`config.mk`:
```
export PLATFORM = sky130hd
export DESIGN_NAME = uart_cmd_parser_flat
export DESIGN_NICKNAME = d
export VERILOG_FILES = /design/src/rtl/uart_cmd_parser_if.sv /design/src/rtl/uart_cmd_parser.sv /design/src/flat_wrapper.sv
export SDC_FILE = /design/constraint.sdc
export NUM_CORES = 1
export LEC_CHECK = 0
export CAP_MARGIN = 20
export CORE_UTILIZATION = 55
export DETAILED_ROUTE_END_ITERATION = 7
export DONT_BUFFER_PORTS = 1
export PLACE_DENSITY = 0.71
export SLEW_MARGIN = 20
export SYNTH_ARGS = -nofsm -noshare
export SYNTH_HDL_FRONTEND = slang
export SYNTH_SLANG_ARGS = --single-unit
```
`constraint.sdc`:
```
create_clock -name clk_in -period 3 [get_ports clk_in]
set_input_delay 0.45 -clock clk_in [delete_from_list [all_inputs] [get_ports clk_in]]
set_output_delay 0.45 -clock clk_in [all_outputs]
set_load 0.005 [all_outputs]
```
`src/rtl/uart_cmd_parser_if.sv`:
```
// uart_cmd_parser_if: receiver-to-parser byte stream and parser-to-PID configuration bundle
// master: receiver side, drives clk_en (16x tick), rx_byte, rx_rdy (ready level)
// slave: parser side, drives kp/ki/kd/setpoint, cfg_wr/cfg_addr pulse, frame_err pulse, err_cnt
interface uart_cmd_parser_if;
  logic clk_en;
  logic [7:0] rx_byte;
  logic rx_rdy;
  logic [15:0] kp, ki, kd, setpoint;
  logic cfg_wr;
  logic [1:0] cfg_addr;
  logic frame_err;
  logic [7:0] err_cnt;
  modport master (output clk_en, rx_byte, rx_rdy, input kp, ki, kd, setpoint, cfg_wr, cfg_addr, frame_err, err_cnt);
  modport slave (input clk_en, rx_byte, rx_rdy, output kp, ki, kd, setpoint, cfg_wr, cfg_addr, frame_err, err_cnt);
endinterface

```
`src/rtl/uart_cmd_parser.sv`:
```
// uart_cmd_parser: assembles 5-byte HEADER/ADDR/DHI/DLO/CHK frames into 16-bit PID config writes
// clk_in: system clock; reset: synchronous active-low
// bus (slave): rx side clk_en/rx_byte/rx_rdy in; kp/ki/kd/setpoint, cfg_wr/cfg_addr, frame_err, err_cnt out
module uart_cmd_parser #(
  parameter logic [7:0] HEADER = 8'hA5,
  parameter int TIMEOUT_TICKS = 640,
  parameter logic [15:0] KP_INIT = 16'h0100,
  parameter logic [15:0] KI_INIT = 16'h0000,
  parameter logic [15:0] KD_INIT = 16'h0000,
  parameter logic [15:0] SP_INIT = 16'h0000
) (
  input logic clk_in,
  input logic reset,
  uart_cmd_parser_if.slave bus
);
  localparam int CW = $clog2(TIMEOUT_TICKS + 1);
  typedef enum logic [2:0] {IDLE, S_ADDR, S_DHI, S_DLO, S_CHK, COMMIT} state_t;
  state_t state_q, state_d;
  logic rdy_q;
  logic [CW-1:0] cnt_q, cnt_d;
  logic [7:0] addr_q, addr_d, hi_q, hi_d, lo_q, lo_d;
  logic [15:0] regs_q [4];
  logic cfg_wr_q, frame_err_q, err_d;
  logic [1:0] cfg_addr_q;
  logic [7:0] err_cnt_q;
  logic acc, in_frame, tmo, chk_ok;
  assign acc = bus.rx_rdy & ~rdy_q;
  assign in_frame = state_q inside {S_ADDR, S_DHI, S_DLO, S_CHK};
  // an accepted byte on the expiry tick takes precedence over the timeout
  assign tmo = in_frame & ~acc & bus.clk_en & (cnt_q == CW'(TIMEOUT_TICKS - 1));
  assign chk_ok = (bus.rx_byte == (addr_q ^ hi_q ^ lo_q)) && (addr_q[7:2] == 6'd0);
  always_comb begin
    state_d = state_q;
    addr_d = addr_q;
    hi_d = hi_q;
    lo_d = lo_q;
    err_d = 1'b0;
    cnt_d = (!in_frame || acc || tmo) ? '0 : cnt_q + CW'(bus.clk_en);
    case (state_q)
      IDLE: state_d = (acc && bus.rx_byte == HEADER) ? S_ADDR : IDLE;
      S_ADDR: if (acc) begin
        addr_d = bus.rx_byte;
        state_d = S_DHI;
      end
      S_DHI: if (acc) begin
        hi_d = bus.rx_byte;
        state_d = S_DLO;
      end
      S_DLO: if (acc) begin
        lo_d = bus.rx_byte;
        state_d = S_CHK;
      end
      S_CHK: if (acc) begin
        state_d = chk_ok ? COMMIT : IDLE;
        err_d = ~chk_ok;
      end
      default: state_d = IDLE;
    endcase
    if (tmo) begin
      state_d = IDLE;
      err_d = 1'b1;
    end
  end
  always_ff @(posedge clk_in) begin
    if (!reset) begin
      state_q <= IDLE;
      rdy_q <= 1'b0;
      cnt_q <= '0;
      addr_q <= '0;
      hi_q <= '0;
      lo_q <= '0;
      regs_q <= '{KP_INIT, KI_INIT, KD_INIT, SP_INIT};
      cfg_wr_q <= 1'b0;
      cfg_addr_q <= '0;
      frame_err_q <= 1'b0;
      err_cnt_q <= '0;
    end else begin
      state_q <= state_d;
      rdy_q <= bus.rx_rdy;
      cnt_q <= cnt_d;
      addr_q <= addr_d;
      hi_q <= hi_d;
      lo_q <= lo_d;
      if (state_q == COMMIT) regs_q[addr_q[1:0]] <= {hi_q, lo_q};
      cfg_wr_q <= state_q == COMMIT;
      cfg_addr_q <= (state_q == COMMIT) ? addr_q[1:0] : cfg_addr_q;
      frame_err_q <= err_d;
      err_cnt_q <= err_cnt_q + 8'(err_d && err_cnt_q != 8'hFF);
    end
  end
  assign bus.kp = regs_q[0];
  assign bus.ki = regs_q[1];
  assign bus.kd = regs_q[2];
  assign bus.setpoint = regs_q[3];
  assign bus.cfg_wr = cfg_wr_q;
  assign bus.cfg_addr = cfg_addr_q;
  assign bus.frame_err = frame_err_q;
  assign bus.err_cnt = err_cnt_q;
endmodule

```
`src/flat_wrapper.sv`:
```
// flat-port wrapper written by rule: the top's interface ports become plain ports
module uart_cmd_parser_flat 
#(
  parameter logic [7:0] HEADER = 8'hA5,
  parameter int TIMEOUT_TICKS = 640,
  parameter logic [15:0] KP_INIT = 16'h0100,
  parameter logic [15:0] KI_INIT = 16'h0000,
  parameter logic [15:0] KD_INIT = 16'h0000,
  parameter logic [15:0] SP_INIT = 16'h0000
)
  (clk_in, reset, bus_clk_en, bus_rx_byte, bus_rx_rdy, bus_kp, bus_ki, bus_kd, bus_setpoint, bus_cfg_wr, bus_cfg_addr, bus_frame_err, bus_err_cnt);
  uart_cmd_parser_if bus_i ();
  input logic clk_in;
  input logic reset;
  input wire logic [$bits(bus_i.clk_en)-1:0] bus_clk_en;
  input wire logic [$bits(bus_i.rx_byte)-1:0] bus_rx_byte;
  input wire logic [$bits(bus_i.rx_rdy)-1:0] bus_rx_rdy;
  output wire logic [$bits(bus_i.kp)-1:0] bus_kp;
  output wire logic [$bits(bus_i.ki)-1:0] bus_ki;
  output wire logic [$bits(bus_i.kd)-1:0] bus_kd;
  output wire logic [$bits(bus_i.setpoint)-1:0] bus_setpoint;
  output wire logic [$bits(bus_i.cfg_wr)-1:0] bus_cfg_wr;
  output wire logic [$bits(bus_i.cfg_addr)-1:0] bus_cfg_addr;
  output wire logic [$bits(bus_i.frame_err)-1:0] bus_frame_err;
  output wire logic [$bits(bus_i.err_cnt)-1:0] bus_err_cnt;
  assign bus_i.clk_en = bus_clk_en;
  assign bus_i.rx_byte = bus_rx_byte;
  assign bus_i.rx_rdy = bus_rx_rdy;
  assign bus_kp = bus_i.kp;
  assign bus_ki = bus_i.ki;
  assign bus_kd = bus_i.kd;
  assign bus_setpoint = bus_i.setpoint;
  assign bus_cfg_wr = bus_i.cfg_wr;
  assign bus_cfg_addr = bus_i.cfg_addr;
  assign bus_frame_err = bus_i.frame_err;
  assign bus_err_cnt = bus_i.err_cnt;
  uart_cmd_parser #(.HEADER(HEADER), .TIMEOUT_TICKS(TIMEOUT_TICKS), .KP_INIT(KP_INIT), .KI_INIT(KI_INIT), .KD_INIT(KD_INIT), .SP_INIT(SP_INIT)) u_core (.clk_in(clk_in), .reset(reset), .bus(bus_i));
endmodule
```
==> metrics.md <==
| Metric | Value |
|---|---|
| Worst Path Max Fanout | `12` |
| Worst Setup End Kind | `flip-flop` |
| Final setup margin | `0.468 ns` |
| Number of global-route vias before repair | `3143` |
| Routed Antenna Nets | `0` |
| Top FF cell, synth | `dfxtp_1` |
| R2r startpoint | `u_core.state_q[0]$_SDFFE_PP0P_` |
| RSZ-0062 raised after global routing | `false` |
| Worst Hold Depth | `1` |
| Area of the multi-input gates | `2340 sq um` |
| Leak Pwr | `1.91 nW` |
| Initial antenna violation count | `0` |
| MaxCap Viol Count | `0` |
| Clk_lat worst skew | `0.50 ns` |
| Placed insts | `574` |
| Drt pass-1 iters | `4` |
| Row count | `33` |
| Crit path max-delay family | `simple AND/OR/NAND/NOR gates` |
| DIE AREA | `9030 sq um` |
| Clock skew | `0.00685 ns` |
| Via count | `3304` |
| Distinct cells, synth | `41` |
| Syn_nets | `506` |
| Synth top area share | `47.9%` |
| First-pass GRT wire length | `16100 um` |
| Drt via density | `5.44` |
| Ys Warns | `0` |
| Final non-filler cell area | `5410 sq um` |
| CP startpoint kind | `flip-flop` |
| DP Area | `4810 sq um` |
| Layout cells sized above 1 | `7.77%` |
| Num CTS Buffers | `17` |
| Util after Layout | `65.2%` |
| Max IR drop VDD | `413 uV` |
| Clock sink count | `114` |
| Leading area contributor after synthesis | `dfxtp_1` |
| Largest net degree at the start of global routing | `106` |
| Period utilization | `84.4%` |
| Post-layout net count | `505` |
| Pins Over Slew Limit | `0` |
| Number of synthesized flops with an enable pin | `0` |
| Placed wire-length estimate | `6710 um` |
| Synthesized netlist cell count | `490` |
| Total grt overflow | `0` |
| Die Y | `95.1 um` |
| Status | `complete, no violations` |
| # IOs | `88` |
| CTS tree | `built` |
| Mapped Area | `4760 sq um` |
| Hold EP | `u_core.bus.err_cnt[4]$_SDFF_PN0_` |
| Slew @ Worst Pin | `0.887 ns` |
| Power Density | `658 nW/um^2` |
| Starting Density | `57.4%` |
| Clk slew on worst S/H paths | `0.05 ns` |
| Reg2Reg Setup Slack | `0.47 ns` |
| Antenna cells | `0` |
| Highest Clock Rate | `395 MHz` |
| Hold WC Path Type | `input port to flip-flop` |
| Post-Layout Cell Count | `607` |
| Post-layout min period | `2.53 ns` |
| Post-place setup slack | `0.469 ns` |
| Iteration-0 DRC Markers | `119` |
| Post-Syn Area per Cell | `9.72 sq um` |
| Critical Path AT | `2.96 ns` |
| Worst R2R Path Depth | `10` |
| FFs w/ async S/R, synth | `0%` |
| DRT Wirelength | `10200 um` |
| Routability congestion estimate from global placement | `0.794` |
| Register Area | `2280 sq um` |
| Crit-path slowest cell | `dfxtp_1` |
| DR WL/cell | `16.7 um` |
| #FFs+latches synth | `114` |
| Area contributors post-synth | `dfxtp_1 (48%), mux2i_1 (12%), nor2b_1 (7.8%), nand2_1 (5.8%), a21boi_0 (5.2%)` |
| Endpoints failing setup | `0` |
| Worst rel slew slack | `40.7%` |
| Core area | `8300 sq um` |
| Die W | `95.1 um` |
| CTS root buffer | `clkbuf_8` |
| Seq/Total Area, Yosys | `47.9%` |
| Crit Reg-Reg Endpoint | `u_core.bus.err_cnt[6]$_SDFF_PN0_` |
| Hold Vio Cnt, Final | `0` |
| Slowest cell delay on critical path | `0.55 ns` |
| Area grow syn2layout | `13.6%` |
| # port buffers | `0` |
| Crit path cell chain | `nor3_1 > nor3_1 > nor2b_1 > o22ai_1 > a31oi_1 > ha_1 > ha_1 > nand3_1 > or3_1 > a21boi_0` |
| Hold path startpoint | `reset` |
| Crit path kind | `flip-flop to flip-flop` |
| DRC violations left | `0` |
| Required time worst endpoint | `3.43 ns` |
| Post-cts sizing count | `0` |
| CP Buf/Inv Count | `0` |
| H-tree levels | `4` |
| GRT Util Overall | `24.0%` |
| Max clock buf depth | `2` |
| Final TNS setup | `0 ns` |
| Fillers | `668` |
[Yosys cell counts, types with 2 or more instances]
cell type,instances
a21boi_0,33
mux2i_1,55
inv_1,5
o21ai_0,5
nor3_1,5
buf_6,2
nor4_1,2
and3_1,3
and4b_1,2
a21boi_1,3
buf_2,6
nand3_1,11
nor2_1,14
ha_1,4
clkbuf_1,17
nor2b_1,59
xnor2_1,19
or3_1,4
nand4_1,4
nand2_1,74
nand2b_1,3
dfxtp_1,114
and2_1,7
nand4b_1,2
a21oi_1,3
a31oi_1,3
xor2_1,17
[cells in the final DEF, fill, tap and decap left out, types with 2 or more instances in the layout]
cell type	count
dfxtp_1	114
nand2_1	74
nor2b_1	59
mux2i_1	55
a21boi_0	33
xnor2_1	19
xor2_1	17
clkbuf_16	16
nor2_1	14
nand3_1	11
and2_1	7
inv_1	5
nor3_1	5
o21ai_0	5
clkinv_2	5
nand4_1	4
or3_1	4
ha_1	4
clkbuf_1	4
bufinv_16	4
buf_4	4
nand2b_1	3
a21oi_1	3
and3_1	3
a21boi_1	3
a31oi_1	3
nand4b_1	2
and4b_1	2
nor4_1	2
[per-layer routing]
metal,GRT usage [%],up-vias,part of all wire (%)
met4,8.33,0,0.83
met5,0,-,0
met3,9.89,10,8.2
li1,-,1641,-
met2,37.8,87,46
met1,29.6,1566,45
[worst reg2reg max path: stages, from the launching register on]
cell and delay [ns]:
dfxtp_1 0.55, nor3_1 0.10, nor3_1 0.28, nor2b_1 0.25, o22ai_1 0.11, a31oi_1 0.16, ha_1 0.19, ha_1 0.18
nand3_1 0.12, or3_1 0.35, a21boi_0 0.17
[sequential cells by signal (all words and copies together) (netlist names)]
name / cells
u_core.hi_q: 8
u_core.bus.frame_err: 1
u_core.state_q: 3
u_core.rdy_q: 1
u_core.bus.ki: 16
u_core.bus.cfg_addr: 2
u_core.bus.cfg_wr: 1
u_core.lo_q: 8
u_core.cnt_q: 10
u_core.bus.err_cnt: 8
u_core.bus.kp: 16
u_core.addr_q: 8
u_core.bus.setpoint: 16
u_core.bus.kd: 16
[worst max-delay path by stage]
| stage | start | end | cells past startpoint |
|---|---|---|---|
| after CTS | u_core.state_q[0]$_SDFFE_PP0P_ | u_core.bus.err_cnt[6]$_SDFF_PN0_ | 10 |
| after global placement | bus_rx_rdy | u_core.bus.err_cnt[6]$_SDFF_PN0_ | 10 |
| after global routing | u_core.state_q[0]$_SDFFE_PP0P_ | u_core.bus.err_cnt[6]$_SDFF_PN0_ | 10 |
| after floorplan | u_core.state_q[0]$_SDFFE_PP0P_ | u_core.bus.err_cnt[6]$_SDFF_PN0_ | 11 |
| final | u_core.state_q[0]$_SDFFE_PP0P_ | u_core.bus.err_cnt[6]$_SDFF_PN0_ | 10 |
| after detailed placement | bus_rx_rdy | u_core.bus.err_cnt[6]$_SDFF_PN0_ | 10 |
[area by class of cell]
class / count / share of cell area [%]
inverters: 5 / 0.347
well taps: 105 / 2.43
clock inverters: 11 / 2.98
flip-flops and latches: 114 / 42.2
clock buffers: 21 / 7.94
repair buffers: 5 / 0.740
multi-input cells: 346 / 43.4
[repair_timing]
| item | in CTS | in global routing |
|---|---|---|
| hold buffers | 1 | 0 |
| hold endpoints to repair | 1 | 0 |
| setup buffers | 0 | 0 |
[report_power, final]
group          internal, W  leakage, nW  switching [W]  total [W]
clock network      0.00134        0.289       0.000665    0.00200
logic            0.0000274        0.700      0.0000102  0.0000377
registers          0.00152        0.918    0.000000378    0.00152
total              0.00288         1.91       0.000675    0.00356
[through the flow]
stage | hold WS [ns] | total power (W)
after floorplan | 0.451 | 0.00159
after global placement | 0.465 | 0.00158
after detailed placement | 0.469 | 0.00159
after CTS | 0.0528 | 0.00358
after global routing | 0.0403 | 0.00367
final | 0.0681 | 0.00356
[cell families (layout without fill, tap and decap cells)]
logic type | Yosys count | in the layout | share of synthesized area (%)
buf+inv | 30 | 42 | 2.84
xor+xnor | 36 | 36 | 6.62
mux | 55 | 55 | 11.6
flops | 114 | 114 | 47.9
fa+ha+maj | 4 | 4 | 1.05
compound gates | 50 | 50 | 7.38
simple gates | 201 | 201 | 22.6
Power figures use the tool's default switching activity.
